--- src/rtl/clk_div_pkg.sv ---
// Shared types and default constants for the two-channel clock divider.
// No logic lives here.
// Imported by clk_div_chan and the clk_div_ctrl top.
package clk_div_pkg;

    // Width of the counters and terminal counts, plus the terminal counts used after reset.
    localparam int CNT_W_DEF    = 7;
    localparam int DIV1_RST_DEF = 5;    // 12-cycle period
    localparam int DIV2_RST_DEF = 10;   // 22-cycle period

    typedef enum logic {
        STOP = 1'b0,
        RUN  = 1'b1
    } chan_state_e;

    typedef enum logic {
        IDLE = 1'b0,
        PEND = 1'b1
    } slot_state_e;

    // The held config word. The top-level CNT_W must equal CNT_W_DEF.
    typedef struct packed {
        logic                 sel;
        logic                 en;
        logic [CNT_W_DEF-1:0] half;
    } cfg_word_t;

endpackage

--- src/rtl/clk_div_chan.sv ---
// One divider channel: a half-period counter, a registered square wave and a rising-edge clock enable.
// Latency: clk_o and ce_o are registered. An apply takes effect in the cycle after it is asserted.
// Backpressure: none. The parent asserts apply_i only when run_o is 0 or bnd_o is 1.
module clk_div_chan
    import clk_div_pkg::*;
#(
    parameter int               CNT_W = CNT_W_DEF,
    parameter logic [CNT_W-1:0] RST_N = '0
) (
    input  logic             clk_in,
    input  logic             rst,
    input  logic             apply_i,
    input  logic             en_i,
    input  logic [CNT_W-1:0] half_i,
    output logic             clk_o,
    output logic             ce_o,
    output logic             run_o,
    output logic             bnd_o
);

    logic [CNT_W-1:0] cnt_q, cnt_d;
    logic [CNT_W-1:0] n_q, n_d;
    logic             out_q, out_d;
    logic             ce_q, ce_d;
    chan_state_e      st_q, st_d;

    // The period boundary is the falling toggle. It is the only point where a running channel may be retimed.
    assign bnd_o = (st_q == RUN) && (cnt_q == n_q) && out_q;
    assign clk_o = out_q;
    assign ce_o  = ce_q;
    assign run_o = (st_q == RUN);

    // Next state: count and toggle while running. An apply overrides this and restarts the channel from cnt = 0 with out low.
    always_comb begin
        cnt_d = cnt_q;
        n_d   = n_q;
        out_d = out_q;
        ce_d  = 1'b0;
        st_d  = st_q;
        if (st_q == RUN) begin
            if (cnt_q == n_q) begin
                cnt_d = '0;
                out_d = ~out_q;
                ce_d  = ~out_q;
            end else begin
                cnt_d = cnt_q + CNT_W'(1);
            end
        end
        // At a boundary the toggle is already falling, so forcing out low completes that toggle.
        if (apply_i) begin
            n_d   = half_i;
            cnt_d = '0;
            out_d = 1'b0;
            ce_d  = 1'b0;
            st_d  = en_i ? RUN : STOP;
        end
    end

    // Channel state register. Reset starts the channel running at its reset terminal count.
    always_ff @(posedge clk_in) begin
        if (rst) begin
            cnt_q <= '0;
            n_q   <= RST_N;
            out_q <= 1'b0;
            ce_q  <= 1'b0;
            st_q  <= RUN;
        end else begin
            cnt_q <= cnt_d;
            n_q   <= n_d;
            out_q <= out_d;
            ce_q  <= ce_d;
            st_q  <= st_d;
        end
    end

endmodule

--- src/rtl/clk_div_ctrl.sv ---
// Two-channel divider controller: a single-entry config slot that steers each update to its channel.
// Latency: a stopped target is updated 1 cycle after the transfer. A running target is updated at its next period boundary.
// Backpressure: cfg_ready is low while a word is pending. cfg_valid is ignored during that time.
module clk_div_ctrl
    import clk_div_pkg::*;
#(
    parameter int CNT_W    = CNT_W_DEF,
    parameter int DIV1_RST = DIV1_RST_DEF,
    parameter int DIV2_RST = DIV2_RST_DEF
) (
    input  logic             clk_in,
    input  logic             rst,
    input  logic             cfg_valid,
    output logic             cfg_ready,
    input  logic             cfg_sel,
    input  logic             cfg_en,
    input  logic [CNT_W-1:0] cfg_half,
    output logic             clk_out_1,
    output logic             clk_out_2,
    output logic             ce_1,
    output logic             ce_2,
    output logic             run_1,
    output logic             run_2
);

    slot_state_e slot_q, slot_d;
    cfg_word_t   word_q, word_d;
    logic        bnd_1, bnd_2;
    logic        apply_1, apply_2;

    assign cfg_ready = (slot_q == IDLE);

    // Apply only at a safe point: immediately if the target is stopped, otherwise at its falling toggle.
    assign apply_1 = (slot_q == PEND) && !word_q.sel && (!run_1 || bnd_1);
    assign apply_2 = (slot_q == PEND) &&  word_q.sel && (!run_2 || bnd_2);

    // Slot next state: capture a word on transfer and release the slot once it has been applied.
    always_comb begin
        slot_d = slot_q;
        word_d = word_q;
        if (slot_q == IDLE) begin
            if (cfg_valid) begin
                word_d.sel  = cfg_sel;
                word_d.en   = cfg_en;
                word_d.half = cfg_half;
                slot_d      = PEND;
            end
        end else if (apply_1 || apply_2) begin
            slot_d = IDLE;
        end
    end

    // Slot register. Reset discards any pending word.
    always_ff @(posedge clk_in) begin
        if (rst) begin
            slot_q <= IDLE;
            word_q <= '0;
        end else begin
            slot_q <= slot_d;
            word_q <= word_d;
        end
    end

    clk_div_chan #(
        .CNT_W (CNT_W),
        .RST_N (CNT_W'(DIV1_RST))
    ) u_chan_1 (
        .clk_in  (clk_in),
        .rst     (rst),
        .apply_i (apply_1),
        .en_i    (word_q.en),
        .half_i  (word_q.half),
        .clk_o   (clk_out_1),
        .ce_o    (ce_1),
        .run_o   (run_1),
        .bnd_o   (bnd_1)
    );

    clk_div_chan #(
        .CNT_W (CNT_W),
        .RST_N (CNT_W'(DIV2_RST))
    ) u_chan_2 (
        .clk_in  (clk_in),
        .rst     (rst),
        .apply_i (apply_2),
        .en_i    (word_q.en),
        .half_i  (word_q.half),
        .clk_o   (clk_out_2),
        .ce_o    (ce_2),
        .run_o   (run_2),
        .bnd_o   (bnd_2)
    );

endmodule

--- config.mk ---
export PLATFORM = sky130hd
export DESIGN_NAME = clk_div_ctrl
export DESIGN_NICKNAME = d
export VERILOG_FILES = /design/src/rtl/clk_div_pkg.sv /design/src/rtl/clk_div_chan.sv /design/src/rtl/clk_div_ctrl.sv
export SDC_FILE = /design/constraint.sdc
export NUM_CORES = 1
export LEC_CHECK = 0
export ABC_AREA = 1
export CAP_MARGIN = 20
export CORE_ASPECT_RATIO = 0.8
export CORE_MARGIN = 1
export CORE_UTILIZATION = 62
export DETAILED_ROUTE_END_ITERATION = 16
export DONT_BUFFER_PORTS = 1
export MAX_ROUTING_LAYER = met4
export PLACE_DENSITY = 0.79
export SLEW_MARGIN = 20
export SYNTH_ARGS = -nofsm -noshare
export SYNTH_HDL_FRONTEND = slang
export SYNTH_SLANG_ARGS = --single-unit
--- constraint.sdc ---
create_clock -name clk_in -period 1.9 [get_ports clk_in]
set_clock_uncertainty 0.2 [all_clocks]
set_input_delay 0.57 -clock clk_in [delete_from_list [all_inputs] [get_ports clk_in]]
set_output_delay 0.57 -clock clk_in [all_outputs]
set_load 0.01 [all_outputs]
# ---- Word level (Yosys, flattened, before mapping)
# Index checks and enable logic that the tools add are counted.
dict set report classes {
  addsub 2
  n_eq_ne 2
  muxes 6
  n_bitwise 7
  n_reduce_logical 21
}
# cell count
set ops {}
lappend ops {{$add 7x1->7 const B} 2}
lappend ops {{$eq 7x7->1} 2}
lappend ops {{$mux 7} 2}
lappend ops {{$logic_and 1x1->1} 8}
lappend ops {{$reduce_or 4->1} 2}
lappend ops {{$not 1->1} 7}
lappend ops {{$reduce_and 2->1} 3}
lappend ops {{$mux 1} 4}
lappend ops {{$reduce_or 2->1} 2}
lappend ops {{$logic_not 1->1} 3}
lappend ops {{$logic_or 1x1->1} 3}
dict set report word_totals {
  ff_bits 44
  input_bits 12
  output_inout_bits 7
  word_cells 52
}

# ---- Longest topological paths before layout
# Gate-level depths: netlist of run 1.
dict set report depth {
  word_depth 8
  ltp_mapped 10
  ltp_nobuf 10
}

# ---- Cells and area by module
# A second synthesis of run 1 with hierarchy kept.
dict set report unflattened {
  hier_cells 281
  area_unflattened_um2 2145.8
}
# module instances cells_per_inst area_each_um2 seq_area_each_um2
set by_module_without_submodules {}
lappend by_module_without_submodules {clk_div_chan 2 113 840.8 340.3}
lappend by_module_without_submodules {clk_div_ctrl 1 55 464.2 200.2}

# ---- Worst setup path before layout of run 1
# Ideal clock, no wire load.
dict set report synth_timing {
  path_kind {register -> register}
  start {register u_chan_1.cnt_q[2]}
  end {register u_chan_1.out_q, in the netlist u_chan_1.clk_o}
  setup_ns 0.119
  arrival_time_ns 1.203
  t_required_ns 1.581
  slack_ns 0.377
  path_stages_with_launch 10
  n_path_buf 1
  period_less_slack_ns 1.523
  path_cell_list {dfxtp_1 -> buf_6 -> xnor2_1 -> nand2_1 -> nor2_2 -> nand3_2 -> nand2_4 -> nand2_4 -> nand2_4 -> a21oi_1}
}
dict set report synth_via {
  elab_chain_cells 6
  word_cells_on_any_way 7
  cone_classes {1 x eq/ne; 6 x reduce/logical}
}
# element line_no
set synth_lines {}
lappend synth_lines {{start, declared} clk_div_chan.sv:21} ;# logic [CNT_W-1:0] cnt_q, cnt_d;
lappend synth_lines {{start signal, assigned} clk_div_chan.sv:68} ;# cnt_q <= cnt_d;
lappend synth_lines {{$eq 7x7->1 (*)} {clk_div_chan.sv:28, clk_div_chan.sv:41}}
lappend synth_lines {{$logic_and 1x1->1 (2 in series)} clk_div_chan.sv:28} ;# assign bnd_o = (st_q == RUN) && (cnt_q == n_q) && out_q;
lappend synth_lines {{$logic_or 1x1->1} clk_div_ctrl.sv:34} ;# assign apply_1 = (slot_q == PEND) && !word_q.sel && (!run_1 || bnd_1);
lappend synth_lines {{$logic_and 1x1->1} clk_div_ctrl.sv:34}
lappend synth_lines {{$reduce_or 2->1 (no source line)} n/a}
lappend synth_lines {{end signal, assigned} clk_div_chan.sv:70} ;# out_q <= out_d;
lappend synth_lines {{end, declared} clk_div_chan.sv:23} ;# logic out_q, out_d;
# Mark *: on every way between the ends. The rest lies on a longest branch, timed or not.
# A chain may end at the register's enable or synchronous reset.

# ---- Final worst setup path of run 1
dict set report layout_timing {
  start {register u_chan_1.cnt_q[2]}
  end {register u_chan_1.cnt_q[1]}
}
dict set report layout_via {
  elab_chain_cells 6
  word_cells_on_any_way 7
  cone_classes {1 x eq/ne; 1 x mux; 5 x reduce/logical}
}
# element line_no
set layout_lines {}
lappend layout_lines {{$eq 7x7->1 (*)} {clk_div_chan.sv:28, clk_div_chan.sv:41}}
lappend layout_lines {{$logic_and 1x1->1 (2 in series)} clk_div_chan.sv:28}
lappend layout_lines {{$logic_or 1x1->1} clk_div_ctrl.sv:34}
lappend layout_lines {{$logic_and 1x1->1} clk_div_ctrl.sv:34}
lappend layout_lines {{$reduce_or 2->1 (no source line)} n/a}
# Marks and branches as above.

==> results of run 1 <==
## layout make-up
class / count / area, µm² / area share, %
timing repair buffer: 5 / 37.5 / 1.74
tap: 40 / 50.0 / 2.32
inverter: 19 / 71.3 / 3.31
clock buffer: 8 / 90.1 / 4.18
sequential: 44 / 881 / 40.9
multi-input combinational: 190 / 1020 / 47.6
## registers in the layout, indices dropped and copies added, names as in the netlist
signal and flops:
slot_q 1, u_chan_1.ce_o 1, u_chan_1.clk_o 1, u_chan_1.cnt_q 7
u_chan_1.n_q 7, u_chan_1.run_o 1, u_chan_2.ce_o 1, u_chan_2.clk_o 1
u_chan_2.cnt_q 7, u_chan_2.n_q 7, u_chan_2.run_o 1, word_q 9
## worst reg2reg max path: cells and delay by family (launching register included)
kind	cells	cell delay, ns
and+or+nand+nor	6	0.71
DFF	1	0.46
xor gates and xnor gates	1	0.15
AOI/OAI and AO/OA	1	0.05
## cell families after synthesis
| group | Yosys count | share of synthesized area, % |
|---|---|---|
| AOI/OAI and AO/OA | 35 | 8.88 |
| adders and majority gates | 2 | 1.24 |
| DFF | 44 | 43.7 |
| xor gates and xnor gates | 21 | 9.13 |
| buffers and inverters | 25 | 5.65 |
| and+or+nand+nor | 132 | 31.4 |
## power groups by stage
stage	registers, W	clock network [W]	logic, W
final	0.000991	0.000595	0.000131
after CTS	0.000990	0.000609	0.000131
after floorplan	0.000999	0	0.000112
after detailed placement	0.00101	0	0.000130
after global routing	0.000997	0.000640	0.000149
after global placement	0.00101	0	0.000127
## routing by layer
layer | track usage, % | vias up | routed length (µm)
li1 | - | 864 | -
met1 | 38.5 | 724 | 2180
met2 | 37.4 | 43 | 1610
met3 | 6.25 | 7 | 181
met4 | 7.61 | 0 | 55
met5 | - | - | 0
## placed cells by master (no fill, tap or decap)
cell type  synthesis  routed
a21oi_1           22      22
a21oi_2            1       1
buf_4              0       5
clkbuf_1           2       2
clkbuf_8           1       6
clkinv_1           3       3
dfxtp_1           44      44
ha_1               2       2
inv_1             15      15
inv_2              1       1
nand2_1           52      52
nand2_2            1       1
nand2_4            6       6
nand3_1           31      31
nand3_2            1       1
nand3b_1           3       3
nand4_1            4       4
nor2_1            23      23
nor2_2             3       2
nor2_4             0       1
nor3_1             7       7
nor3_2             1       1
o21ai_0           12      12
xnor2_1           11      11
xor2_1            10      10
## final timing paths
check,endpoint,cells past startpoint
worst max-delay path,u_chan_1.cnt_q[1],8
worst min-delay path,u_chan_2.n_q[2],1
worst max register to register,u_chan_1.cnt_q[1],8
worst min register to register,u_chan_1.n_q[5],2
## cells in the mapped netlist (all sizes together)
library cell	count	area, µm²
buf	2	16.3
nand2	59	269
inv	16	60.1
a21oi	23	119
dfxtp	44	881
clkbuf	4	26.3
ha	2	25.0
xnor2	11	96.3
o21ai	12	60.1
xor2	10	87.6
nand3b	3	22.5
nor3	8	45.0
nand3	32	165
nor2	26	105
nand4	4	25.0
clkinv	3	11.3
## through the flow
stage / total power (W) / area (µm²) / instances
CTS: 0.00173 / 2150 / 306
global placement: 0.00114 / 2060 / 298
floorplan: 0.00111 / 2010 / 259
finish: 0.00172 / 2150 / 306
global route: 0.00179 / 2150 / 306
detailed placement: 0.00114 / 2060 / 298
## timing repair
item,4_1_cts,5_1_grt
buffers inserted,0,0
resized for setup,0,1
endpoints found under the setup margin,0,1
==> impl_results.md, run 1 <==
* Count of final hold-check violations at 0
* H-tree depth at 2
* Final HPWL DP at 2930 µm
* Synth warn at 0
* Post-route worst setup slack at 0.216 ns
* Crit path buffers/inverters at 0
* Clk buf depth at 2
* Clock share of power at 34.7%
* Clk sink count at 44
* Global-route wire length before repair at 6770 µm
* Gr usage total at 26.9%
* Die area at 3480 µm²
* Via count of the first global-routing pass at 1,467
* CP most frequent cell: nand2_4
* Initial core utilization at 65.3%
* Final wirelength at 4030 µm
* Setup TNS at 0 ns
* Syn Nets at 273
* Root Buffer: clkbuf_8
* Reg clk slew, reported paths at 0.08 ns
* # DRC at 0
* Final Net Count at 279
* Startpoint types: register
* Final Critical Period at 1.68 ns
* Via count at 1,638
* DP Worst Slack at 0.219 ns
* Die Height at 53.0 µm
* Net Sw Frac at 24.4%
* Cell area power density at 797 nW/µm²
* CP Class: reg -> reg
* Hold Crit Class: in -> reg
* Synth cell types at 26
* Crit end category: register
* IO Pins at 19
* Sequential fraction of design power at 57.7%
* Fraction of layout cells with a size suffix above 1 at 9.40%
* Netlist Area Pre-Place at 2010 µm²
* Crit path launch: u_chan_1.cnt_q[2]
* N_diodes at 0
* Seq cells post-synth at 44
* Total core area at 3090 µm²
* CP max FO at 10
* Min-delay src: rst
* Int Pwr at 0.00130 W
* Peak supply drop at 0.565 mV
* Peak Freq at 0.594 GHz
* Pins Over Slew Limit at 0
* Switching pwr at 0.000418 W
* Final global-route overflow total at 0
* Register area share after synthesis at 43.7%
* Skew-Pair Late Insertion Delay at 0.30 ns
* CTS Buf Count at 5
* Least-Margin Pin Slew at 0.434 ns
* Status: completed
* Fill count at 254
* Vias per inst at 5.35
* # rows at 18
* I/O Buffers at 0
* CP max stage cell: dfxtp_1
* Leak pwr at 0.870 nW
* Max-Cap Viols at 0
* Largest net degree at the start of global routing at 15
* Gate power share at 7.6%
* Relative slew slack at 71.0%
* Drt wl/cell at 13.2 µm
* Final ANT Viol Nets at 0
* Setup violators final at 0
* Critical Path AT at 1.68 ns
* Synthesis-to-finish area growth at 6.96%
* RePlAce Congestion at 0.819
* Reg2reg start: u_chan_1.cnt_q[2]
* Synth Instances at 259
* FF-to-FF setup slack at 0.22 ns
* Initial DRC count at 123
* CTS tree: built
* Max stage delay on crit path at 0.46 ns
* Unrepaired setup endpoints after global routing: false
* CP Cell Sequence: xnor2_1, nand2_1, nor2_2, nand3_2, nand2_4, nand2_4, nand2_4, a21oi_1
* WHS at 0.132 ns
* Required @ worst endpoint at 1.90 ns
* # hold bufs at CTS at 0
* Pre-antenna DRT Iters at 4
* Horiz. Die Dim at 65.7 µm
* Antenna violations before repair at 0
* Final period utilization at 88.7%
* Final Util at 69.8%
* Delay-heaviest family, CP: simple AND/OR/NAND/NOR gates
* Syn_area_per_cell at 7.78 µm²
Power figures use the tool's default switching activity.
==> run 2: changes to the inputs <==
--- a/config.mk
+++ b/config.mk
@@ -7,14 +7,15 @@
 export LEC_CHECK = 0
 export ABC_AREA = 1
 export CAP_MARGIN = 20
-export CORE_ASPECT_RATIO = 0.8
+export CORE_ASPECT_RATIO = 1.25
 export CORE_MARGIN = 1
 export CORE_UTILIZATION = 62
 export DETAILED_ROUTE_END_ITERATION = 16
 export DONT_BUFFER_PORTS = 1
+export GPL_TIMING_DRIVEN = 0
 export MAX_ROUTING_LAYER = met4
 export PLACE_DENSITY = 0.79
-export SLEW_MARGIN = 20
+export SLEW_MARGIN = 10
 export SYNTH_ARGS = -nofsm -noshare
 export SYNTH_HDL_FRONTEND = slang
 export SYNTH_SLANG_ARGS = --single-unit
==> impl_results.md, run 2 (synthesis results as in run 1) <==
* Status: completed
* Vias per inst at 5.41
* Clk sink count at 44
* Final global-route overflow total at 0
* CTS tree: built
* Peak supply drop at 0.719 mV
* Leak pwr at 0.855 nW
* Final Net Count at 280
* CTS Buf Count at 5
* Reg clk slew, reported paths at 0.13 ns
* Final Critical Period at 1.71 ns
* CP Cell Sequence: xnor2_1, nand2_1, nor2_2, nand3_2, nand2_4, nand2_4, nand2_4, a21oi_1
* Total core area at 3030 µm²
* Count of final hold-check violations at 0
* Max stage delay on crit path at 0.48 ns
* Die Height at 65.7 µm
* Crit path buffers/inverters at 0
* CP Class: reg -> reg
* Initial DRC count at 57
* Required @ worst endpoint at 1.96 ns
* Pins Over Slew Limit at 0
* Fraction of layout cells with a size suffix above 1 at 9.36%
* Biggest register: word_q
* Dpl cell area at 2060 µm²
* Root Buffer: clkbuf_4
* I/O Buffers at 0
* RePlAce Congestion at 0.835
* Crit end category: register
* Setup TNS at 0 ns
* Max-Cap Viols at 0
* Post-CTS setup buffers at 0
* Final ANT Viol Nets at 0
* CP most frequent cell: nand2_4
* Largest net degree at the start of global routing at 14
* Horiz. Die Dim at 53.0 µm
* Area of the multi-input gates at 1020 µm²
* Initial core utilization at 66.5%
* Post-route worst setup slack at 0.188 ns
* # hold bufs at CTS at 0
* CP max FO at 10
* H-tree depth at 2
* Final HPWL DP at 2660 µm
* Drt wl/cell at 12.0 µm
* Post-CTS Resized at 0
* Commonest non-fill, non-tap cell in the layout: nand2_1
* Via count of the first global-routing pass at 1,422
* Via count at 1,638
* Cell area power density at 752 nW/µm²
* Global-route wire length before repair at 6020 µm
* Commonest cells after routing, fill and taps aside: nand2_1 (52), dfxtp_1 (44), nand3_1 (31)
* Synthesis-to-finish area growth at 5.34%
* Relative slew slack at 65.8%
* Die area at 3480 µm²
* Least-Margin Pin Slew at 0.513 ns
* Setup violators final at 0
* # rows at 22
* Peak Freq at 0.584 GHz
* Storage cell area at 881 µm²
* Startpoint types: register
* Hold Crit Class: in -> reg
* Max FFs per register at 9
* DP Worst Slack at 0.219 ns
* Antenna violations before repair at 0
* Pre-antenna DRT Iters at 5
* Critical Path AT at 1.77 ns
* Delay-heaviest family, CP: simple AND/OR/NAND/NOR gates
* N_diodes at 0
* # DRC at 0
* Skew-Pair Late Insertion Delay at 0.35 ns
* IO Pins at 19
* CP max stage cell: dfxtp_1
* WHS at 0.148 ns
* Fill count at 292
* Final wirelength at 3630 µm
* Gr usage total at 24.7%
* Design Area, Final at 2120 µm²
* Clk buf depth at 2
* Unrepaired setup endpoints after global routing: false
* Final period utilization at 90.1%
run 2: path summary, 6_finish.rpt:
check	startpoint	to	slack, ns	depth (start not counted)
worst max-delay path	u_chan_1.cnt_q[3]	u_chan_1.cnt_q[2]	0.19	8
worst min-delay path	rst	slot_q	0.15	3
worst max register to register	u_chan_1.cnt_q[3]	u_chan_1.cnt_q[2]	0.19	8
worst min register to register	u_chan_2.n_q[0]	u_chan_2.n_q[0]	0.29	2
run 2: final cells by class:
class / count / area share (%)
tap: 36 / 2.12
clock inverter: 1 / 0.354
clock buffer: 7 / 2.59
sequential: 44 / 41.5
multi-input combinational: 190 / 48.1
inverter: 19 / 3.36
buffer: 6 / 2.00
run 2: per-stage QoR:
step	total power (W)	cells	utilization, %
after floorplan	0.00111	259	-
after global placement	0.00114	295	68.0
after detailed placement	0.00114	295	68.0
after CTS	0.00161	303	70.1
after global routing	0.00167	303	70.1
final	0.00160	303	70.1
run 2: per-layer routing:
layer	vias up	GRT usage, %	wire length [µm]
met5	-	-	0
met4	0	11.2	33
met3	2	7.64	166
met2	41	38.4	1730
met1	735	28.9	1700
li1	860	-	-
run 2: power breakdown:
group	switching (W)	internal, W
clock	0.000294	0.000181
sequential	0.0000336	0.000955
combinational	0.0000835	0.0000480
run 2: tightest hold or removal path, cell delays in order:
cell	delay (ns)
a21oi_1	0.02
nand2_1	0.04
nand2_1	0.04
